$ cat config.mk
export PLATFORM = sky130hd
export DESIGN_NAME = maze_tile_painter
export DESIGN_NICKNAME = d
export VERILOG_FILES = /design/src/rtl/maze_tile_painter.sv
export SDC_FILE = /design/constraint.sdc
export NUM_CORES = 1
export LEC_CHECK = 0
export CAP_MARGIN = 20
export CORE_MARGIN = 1.5
export CORE_UTILIZATION = 51
export CTS_BUF_LIST = sky130_fd_sc_hd__clkbuf_16
export CTS_CLUSTER_SIZE = 16
export DETAILED_ROUTE_END_ITERATION = 8
export MAX_ROUTING_LAYER = met4
export PLACE_DENSITY = 0.88
export SLEW_MARGIN = 40
export SYNTH_ARGS = -nofsm -noshare
export SYNTH_HDL_FRONTEND = slang
export SYNTH_SLANG_ARGS = --single-unit
$ cat constraint.sdc
create_clock -name clk -period 2.4 [get_ports clk]
set_input_delay 0.24 -clock clk [delete_from_list [all_inputs] [get_ports clk]]
set_output_delay 0.24 -clock clk [all_outputs]
set_load 0.01 [all_outputs]
$ cat src/rtl/maze_tile_painter.sv
// rtl/maze_tile_painter.sv - tile/clear raster writer for the 270x270 framebuffer; optional border via TILE_BORDER_EN
module maze_tile_painter #(
  parameter int SCREEN_W  = 270,
  parameter int SCREEN_H  = 270,
  parameter int TILE_SIZE = 54,
  parameter int GRID_COLS = 5,
  parameter int GRID_ROWS = 5,
  parameter int ADDR_W    = 17,
  parameter logic [7:0] BORDER_COLOR = 8'hFF
) (
  input  logic              clk,
  input  logic              reset,
  input  logic              req_valid,
  output logic              req_ready,
  input  logic              req_clear,
  input  logic [2:0]        req_col,
  input  logic [2:0]        req_row,
  input  logic [7:0]        req_color,
  output logic [ADDR_W-1:0] w_addr,
  output logic [7:0]        w_data,
  output logic              w_en,
  output logic              done,
  output logic              err
);

  typedef enum logic [1:0] {IDLE, PAINT, DONE} state_t;
  state_t state, state_nxt;

`ifdef TILE_BORDER_EN
  localparam logic BORDER_ON = 1'b1;
`else
  localparam logic BORDER_ON = 1'b0;
`endif

  localparam logic [8:0]        TILE_LAST     = 9'(TILE_SIZE - 1);
  localparam logic [8:0]        SCR_X_LAST    = 9'(SCREEN_W - 1);
  localparam logic [8:0]        SCR_Y_LAST    = 9'(SCREEN_H - 1);
  localparam logic [ADDR_W-1:0] TILE_ROW_STEP = ADDR_W'(SCREEN_W - TILE_SIZE + 1);
  localparam logic [ADDR_W-1:0] ROW_PITCH     = ADDR_W'(TILE_SIZE * SCREEN_W);
  localparam logic [ADDR_W-1:0] COL_PITCH     = ADDR_W'(TILE_SIZE);

  logic [8:0]        x, y;
  logic [8:0]        x_last, y_last, x_nxt, y_nxt;
  logic              clear_r, err_r;
  logic [7:0]        color_r;
  logic              accept, out_of_range, row_end, last_pixel;
  logic [ADDR_W-1:0] origin, addr_step;

  // Border pixels sit on the tile-local edge; clears never get a border
  function automatic logic [7:0] pixel_color(input logic [8:0] px, input logic [8:0] py,
                                             input logic is_clear, input logic [7:0] fill);
    logic on_edge;
    on_edge = (px == 9'd0) || (px == TILE_LAST) || (py == 9'd0) || (py == TILE_LAST);
    return (BORDER_ON && !is_clear && on_edge) ? BORDER_COLOR : fill;
  endfunction

  // Request decode and raster stepping; the multiply is only used once per request
  always_comb begin
    accept       = req_valid && (state == IDLE);
    out_of_range = !req_clear && ((int'(req_col) >= GRID_COLS) || (int'(req_row) >= GRID_ROWS));
    origin       = ADDR_W'(req_row) * ROW_PITCH + ADDR_W'(req_col) * COL_PITCH;
    x_last       = clear_r ? SCR_X_LAST : TILE_LAST;
    y_last       = clear_r ? SCR_Y_LAST : TILE_LAST;
    row_end      = (x == x_last);
    last_pixel   = row_end && (y == y_last);
    x_nxt        = row_end ? 9'd0 : x + 9'd1;
    y_nxt        = row_end ? y + 9'd1 : y;
    addr_step    = (row_end && !clear_r) ? TILE_ROW_STEP : ADDR_W'(1);
  end

  // State register
  always_ff @(posedge clk or posedge reset) begin
    if (reset) state <= IDLE;
    else       state <= state_nxt;
  end

  // Next state and the state-decoded handshake/strobe outputs
  always_comb begin
    state_nxt = state;
    req_ready = 1'b0;
    w_en      = 1'b0;
    done      = 1'b0;
    err       = 1'b0;
    case (state)
      IDLE: begin
        req_ready = 1'b1;
        if (req_valid) state_nxt = out_of_range ? DONE : PAINT;
      end
      PAINT: begin
        w_en = 1'b1;
        if (last_pixel) state_nxt = DONE;
      end
      DONE: begin
        done      = 1'b1;
        err       = err_r;
        state_nxt = IDLE;
      end
      default: state_nxt = IDLE;
    endcase
  end

  // Latch the request and walk the address/colour one pixel per clock
  always_ff @(posedge clk or posedge reset) begin
    if (reset) begin
      x       <= 9'd0;
      y       <= 9'd0;
      clear_r <= 1'b0;
      err_r   <= 1'b0;
      color_r <= 8'h00;
      w_addr  <= '0;
      w_data  <= 8'h00;
    end else if (accept) begin
      x       <= 9'd0;
      y       <= 9'd0;
      clear_r <= req_clear;
      color_r <= req_color;
      err_r   <= out_of_range;
      if (!out_of_range) begin
        w_addr <= req_clear ? '0 : origin;
        w_data <= pixel_color(9'd0, 9'd0, req_clear, req_color);
      end
    end else if (state == PAINT && !last_pixel) begin
      x      <= x_nxt;
      y      <= y_nxt;
      w_addr <= w_addr + addr_step;
      w_data <= pixel_color(x_nxt, y_nxt, clear_r, color_r);
    end
  end

endmodule

# Word-level counts from Yosys, hierarchy flattened
# Index checks and enable logic that the tools add are counted.
[word_totals]
input_bits = 18
output_inout_bits = 29
register_bits = 55
elab_cells = 61
[op_classes]
magnitude_cmp = 2
eq_ne = 7
n_mul = 2
addsub = 4
n_mux = 23
n_reduce_logical = 15
[ops]
columns = ["op", "n"]
rows = [
  ["$mux W17", 4],
  ["$mux W9", 7],
  ["$mux W8", 4],
  ["$add A9 B1 Y9 const B", 2],
  ["$eq A9 B9 Y1", 2],
  ["$add A17 B8 Y17", 1],
  ["$add A17 B9 Y17", 1],
  ["$mul A3 B12 Y15 const B", 1],
  ["$mul A3 B5 Y8 const B", 1],
  ["$ge A3 B3 Y1 const B", 2],
  ["$mux W2", 3],
  ["$ne A2 B2 Y1 const B", 3],
  ["$reduce_and A2 Y1", 3],
  ["$logic_and A1 B1 Y1", 5],
  ["$mux W1", 4],
  ["$pmux W2 S2", 1],
  ["$reduce_bool A2 Y1", 2],
  ["$logic_not A1 Y1", 3],
  ["$eq A2 B1 Y1 const B", 1],
  ["$eq A2 B2 Y1 const B", 1],
  ["$logic_not A2 Y1", 1],
  ["$logic_or A1 B1 Y1", 1],
]

# Logic depth before layout (Yosys ltp)
[depth]
ltp_word = 7
mapped_depth = 17
ltp_nobuf = 17

# Worst setup path before layout
# OpenSTA, ideal clock, no wires.
[synth_path]
path_type = "input -> register"
startpoint = "input req_row[0]"
endpoint = "register w_addr[16]"
setup_time_ns = 0.104
n_path_buf = 0
slack_ns = -0.754
arrival_ns = 3.051
t_required_ns = 2.296
stages = 16
cell_sequence = "inv_1 fa_1 inv_1 ha_1 nand2_1 nand2_1 a211oi_1 nor2_1 ha_1 o21a_1 nor2_1 a21oi_1 nand3_1 nor4_1 xor2_1 o311ai_1"
[synth_between]
elab_chain_len = 5
word_cells_on_any_way = 10
classes_between = "add/sub: 1; mul: 1; order compare: 1; eq/ne: 1; mux: 3; reduce/logical: 3"
[synth_rtl]
columns = ["item", "line_no", "rtl"]
rows = [
  ["from (decl)", "17", "input logic [2:0] req_row,"],
  ["$mul A3 B12 Y15 / $ge A3 B3 Y1 (equally long branches)", "61, 60", ""],
  ["$add A17 B9 Y17 / $logic_or A1 B1 Y1 (equally long branches)", "61, 60", ""],
  ["$mux W17 / $logic_and A1 B1 Y1 (equally long branches)", "119, 60", ""],
  ["$mux W17 / $ne A2 B2 Y1 (equally long branches)", "n/a", ""],
  ["$mux W17 / $reduce_and A2 Y1 (equally long branches)", "n/a", ""],
  ["to (signal assigned)", "119", "w_addr <= req_clear ? '0 : origin;"],
  ["to (signal assigned)", "125", "w_addr <= w_addr + addr_step;"],
  ["to (decl)", "19", "output logic [ADDR_W-1:0] w_addr,"],
]
# Several ways; a longest one is shown, not always the timed one. The select of a mux whose other input is x is not followed.
# A chain may end at the register's enable or synchronous reset.

# Final worst setup path
[layout_path]
startpoint = "input req_col[1]"
endpoint = "register w_addr[15]"
[layout_between]
elab_chain_len = 5
word_cells_on_any_way = 10
classes_between = "add/sub: 1; mul: 1; order compare: 1; eq/ne: 1; mux: 3; reduce/logical: 3"
[layout_rtl]
columns = ["item", "line_no", "rtl"]
rows = [
  ["from (decl)", "16", "input logic [2:0] req_col,"],
  ["$mul A3 B5 Y8 / $ge A3 B3 Y1 (equally long branches)", "61, 60", ""],
  ["$add A17 B9 Y17 / $logic_or A1 B1 Y1 (equally long branches)", "61, 60", ""],
  ["$mux W17 / $logic_and A1 B1 Y1 (equally long branches)", "119, 60", ""],
  ["$mux W17 / $ne A2 B2 Y1 (equally long branches)", "n/a", ""],
  ["$mux W17 / $reduce_and A2 Y1 (equally long branches)", "n/a", ""],
]
# Several ways; a longest one is shown, not always the timed one. The select of a mux whose other input is x is not followed.

==> impl_metrics.toml <==
[run]
maxCapViolCount = 0

[final_layout]
layout.nets = 644
mostFrequentLayoutCell = "sky130_fd_sc_hd__buf_4"
most-common-layout-cells = "sky130_fd_sc_hd__buf_4 (98), sky130_fd_sc_hd__dfrtp_1 (55), sky130_fd_sc_hd__nand2_1 (53)"
post_route_cells_drive_above_1_share = 0.331
antenna-diode-count = 0
flow.area_growth_from_synthesis_pct = 49.2

[status]
failed_checks = "setup timing"
run_status = "finished with violations"

[clock_network]
holdBufCountCts = 0
clk_latency_ns = 0.30
clock_tree_from_tritoncts = "built"
cts.clk_slew.worst_paths_ns = 0.07
cts_num_sinks = 55
tritoncts.num_buffers = 5
cts_root_buf = "sky130_fd_sc_hd__clkbuf_16"
cts-root-to-sink-buffers = 2
cts_max_level = 2

[route]
drc = 0
num_vias = 4216
via_per_inst = 6.10
routed_wirelength_um = 13300
firstDrtPassIters = 5
dr.first_iter.drc_count = 387
ant_nets = 0
post_drt_wl_per_cell_um = 19.2

[critical_path]
crit_arrival_ns = 3.04
cp_cell_sequence = "buf_12 -> inv_8 -> ha_4 -> inv_4 -> ha_4 -> inv_2 -> fa_2 -> o21bai_1 -> a21oi_1 -> xnor2_1 -> ha_2 -> o21a_1 -> nor2_2 -> a21o_1 -> nor4b_2 -> mux2i_1 -> a22oi_1"
required_ns = 2.57
timing.critical_path.slowest_cell_delay_ns = 0.36
crit_type = "in2reg"
worst_path_max_delay_cell = "sky130_fd_sc_hd__fa_2"
worstPathMaxFanout = 4
worstSetupStartpointType = "input pin"
crit_path_frequent_cell = "sky130_fd_sc_hd__ha_4"
worstSetupEndpointType = "flop"

[floorplan]
coreArea_um2 = 7650
fp-row-count = 32
floorplan.die_area_um2 = 8370
chipWidth_um = 91.5
dieHeight_um = 91.5
floorplan.io_pins = 47
initial_utilization = 0.522

[synthesis]
post_synth_main_area_contributors = "sky130_fd_sc_hd__dfrtp_1 (34%), sky130_fd_sc_hd__ha_1 (10%), sky130_fd_sc_hd__nand2_1 (5.3%)"
synth_edf_count = 0
sequential_area_share_after_synthesis = 0.345
synth_cell_types = 65
register_bit_total_from_synthesis = 55
mappedNetlistArea_um2 = 4000
synth_async_sr_flop_share = 1.00
synthCells = 445
syn-num-nets = 501
synth_ff_type = "sky130_fd_sc_hd__dfrtp_1"
synth.avg_cell_area_um2 = 8.98
synth_largest_area_cell = "sky130_fd_sc_hd__dfrtp_1"
yosys_warnings = 0
share_of_the_synthesized_area_in_the_top_cell_type = 0.345

[timing]
final.min_clock_period_ns = 2.87
setup_repair_after_global_routing_missed_its_margin = "true"
hold_violations = 0
fmax_mhz = 348
setup_viol = 10
whs_ns = 0.302
timing.setup.tns_ns = -3.28
drv_slew = 0
setup_slack_ns = -0.473
fin_skew_ns = 0.00541
maxSlewHeadroom = 0.601
timing_worst_slew_pin_value_ns = 0.596
final_min_period_over_clock_period = 1.20

[power]
ir_drop_mv = 0.419
total_leakage_power_uw = 0.00268
power_per_cell_area_nw_per_um2 = 943

[place]
gp_congestion = 0.875
detailedPlacementHpwl_um = 8800
io_buffers = 46

[global_route]
grt_antenna_before_repair = 0
first_global_vias = 4388
grt_max_degree = 35
grtUsageTotal = 0.314
gr-total-overflow = 0
grt_pass1_wl_um = 20300

[min_path]
hp-class = "in2async"
-- power by group --
| part | total [uW] | switching (uW) | leakage, uW | internal [uW] |
|---|---|---|---|---|
| combinational | 3290 | 1660 | 0.00189 | 1630 |
| sequential | 1590 | 345 | 0.000709 | 1240 |
| clock | 743 | 350 | 0.0000717 | 393 |
-- cells by family (layout without fill, tap and decap cells) --
logic type | after synthesis | in the layout | share of synthesized area
muxes | 11 | 11 | 0.0304
DFF | 55 | 55 | 0.345
buffers and inverters | 43 | 187 | 0.0442
AOI/OAI and AO/OA | 101 | 101 | 0.167
xor gates and xnor gates | 30 | 30 | 0.0658
and+or+nand+nor | 166 | 166 | 0.215
adders and majority gates | 39 | 39 | 0.133
-- path summary, 6_finish.rpt --
kind                            start  depth (start not counted)  slack (ns)          to
max                        req_col[1]                         17       -0.47  w_addr[15]
min                             reset                          2        0.30        y[6]
min in group clk           req_row[0]                          4        0.44  w_addr[11]
max in group asynchronous       reset                          3        1.54     clear_r
max reg2reg                      x[1]                         12       -0.30  w_addr[16]
min reg2reg                color_r[6]                          2        0.47  color_r[6]
-- timing repair --
action,CTS,global route
gates resized for setup,82,22
endpoints found under the setup margin,21,25
buffers inserted,14,6
pin swaps,34,20
-- critical path: cells and delay by family --
kind	cells	cell delay (ns)
xor+xnor	1	0.14
simple gates	2	0.33
compound gates	5	0.72
mux	1	0.34
fa+ha+maj	4	1.01
buf+inv	4	0.25
-- cell type report --
class                   count  area, um2
inverters                  28        130
clock inverters             3       23.8
multi-input cells         347       2880
well taps                 102        128
flip-flops and latches     55       1380
repair buffers            151       1300
fillers                   451       1690
clock buffers               5        125
-- Yosys cell counts, types with 7 or more instances --
master                      n
sky130_fd_sc_hd__a31oi_1    7
sky130_fd_sc_hd__inv_1     26
sky130_fd_sc_hd__o21ai_1   10
sky130_fd_sc_hd__xor2_1    19
sky130_fd_sc_hd__dfrtp_1   55
sky130_fd_sc_hd__xnor2_1   11
sky130_fd_sc_hd__nand4_1    9
sky130_fd_sc_hd__nand3_1   12
sky130_fd_sc_hd__and3_1     8
sky130_fd_sc_hd__nand2_1   56
sky130_fd_sc_hd__o21ai_0   17
sky130_fd_sc_hd__clkbuf_1   8
sky130_fd_sc_hd__a21oi_1   23
sky130_fd_sc_hd__ha_1      32
sky130_fd_sc_hd__mux2_1     8
sky130_fd_sc_hd__nor2_1    41
sky130_fd_sc_hd__a21o_1     8
-- registers in the layout, summed over array words and instances (netlist names) --
| signal | flops |
|---|---|
| w_data | 8 |
| w_addr | 17 |
| state | 2 |
| y | 9 |
| err_r | 1 |
| x | 9 |
| color_r | 8 |
| clear_r | 1 |
-- routing by layer --
metal,part of all wire,vias to the layer above,wire (um),GRT usage
met5,0,-,0,-
met4,0.051,0,675,0.169
met3,0.057,80,754,0.0477
met2,0.55,217,7230,0.576
met1,0.35,2057,4590,0.319
li1,-,1862,-,-
-- through the flow --
| stage | instance area [um2] | power (uW) | worst slack (ns) | instances | utilization |
|---|---|---|---|---|---|
| 5_1_grt | 5960 | 5900 | -0.583 | 691 | 0.779 |
| 3_5_place_dp | 5320 | 4290 | -1.29 | 666 | 0.696 |
| 3_3_place_gp | 5320 | 4140 | -1.17 | 666 | 0.696 |
| 4_1_cts | 5820 | 5350 | -0.354 | 687 | 0.762 |
| 2_1_floorplan | 4130 | 3020 | -0.479 | 445 | - |
| 6_report | 5960 | 5620 | -0.473 | 691 | 0.779 |
(Power assumes the default switching activity.)
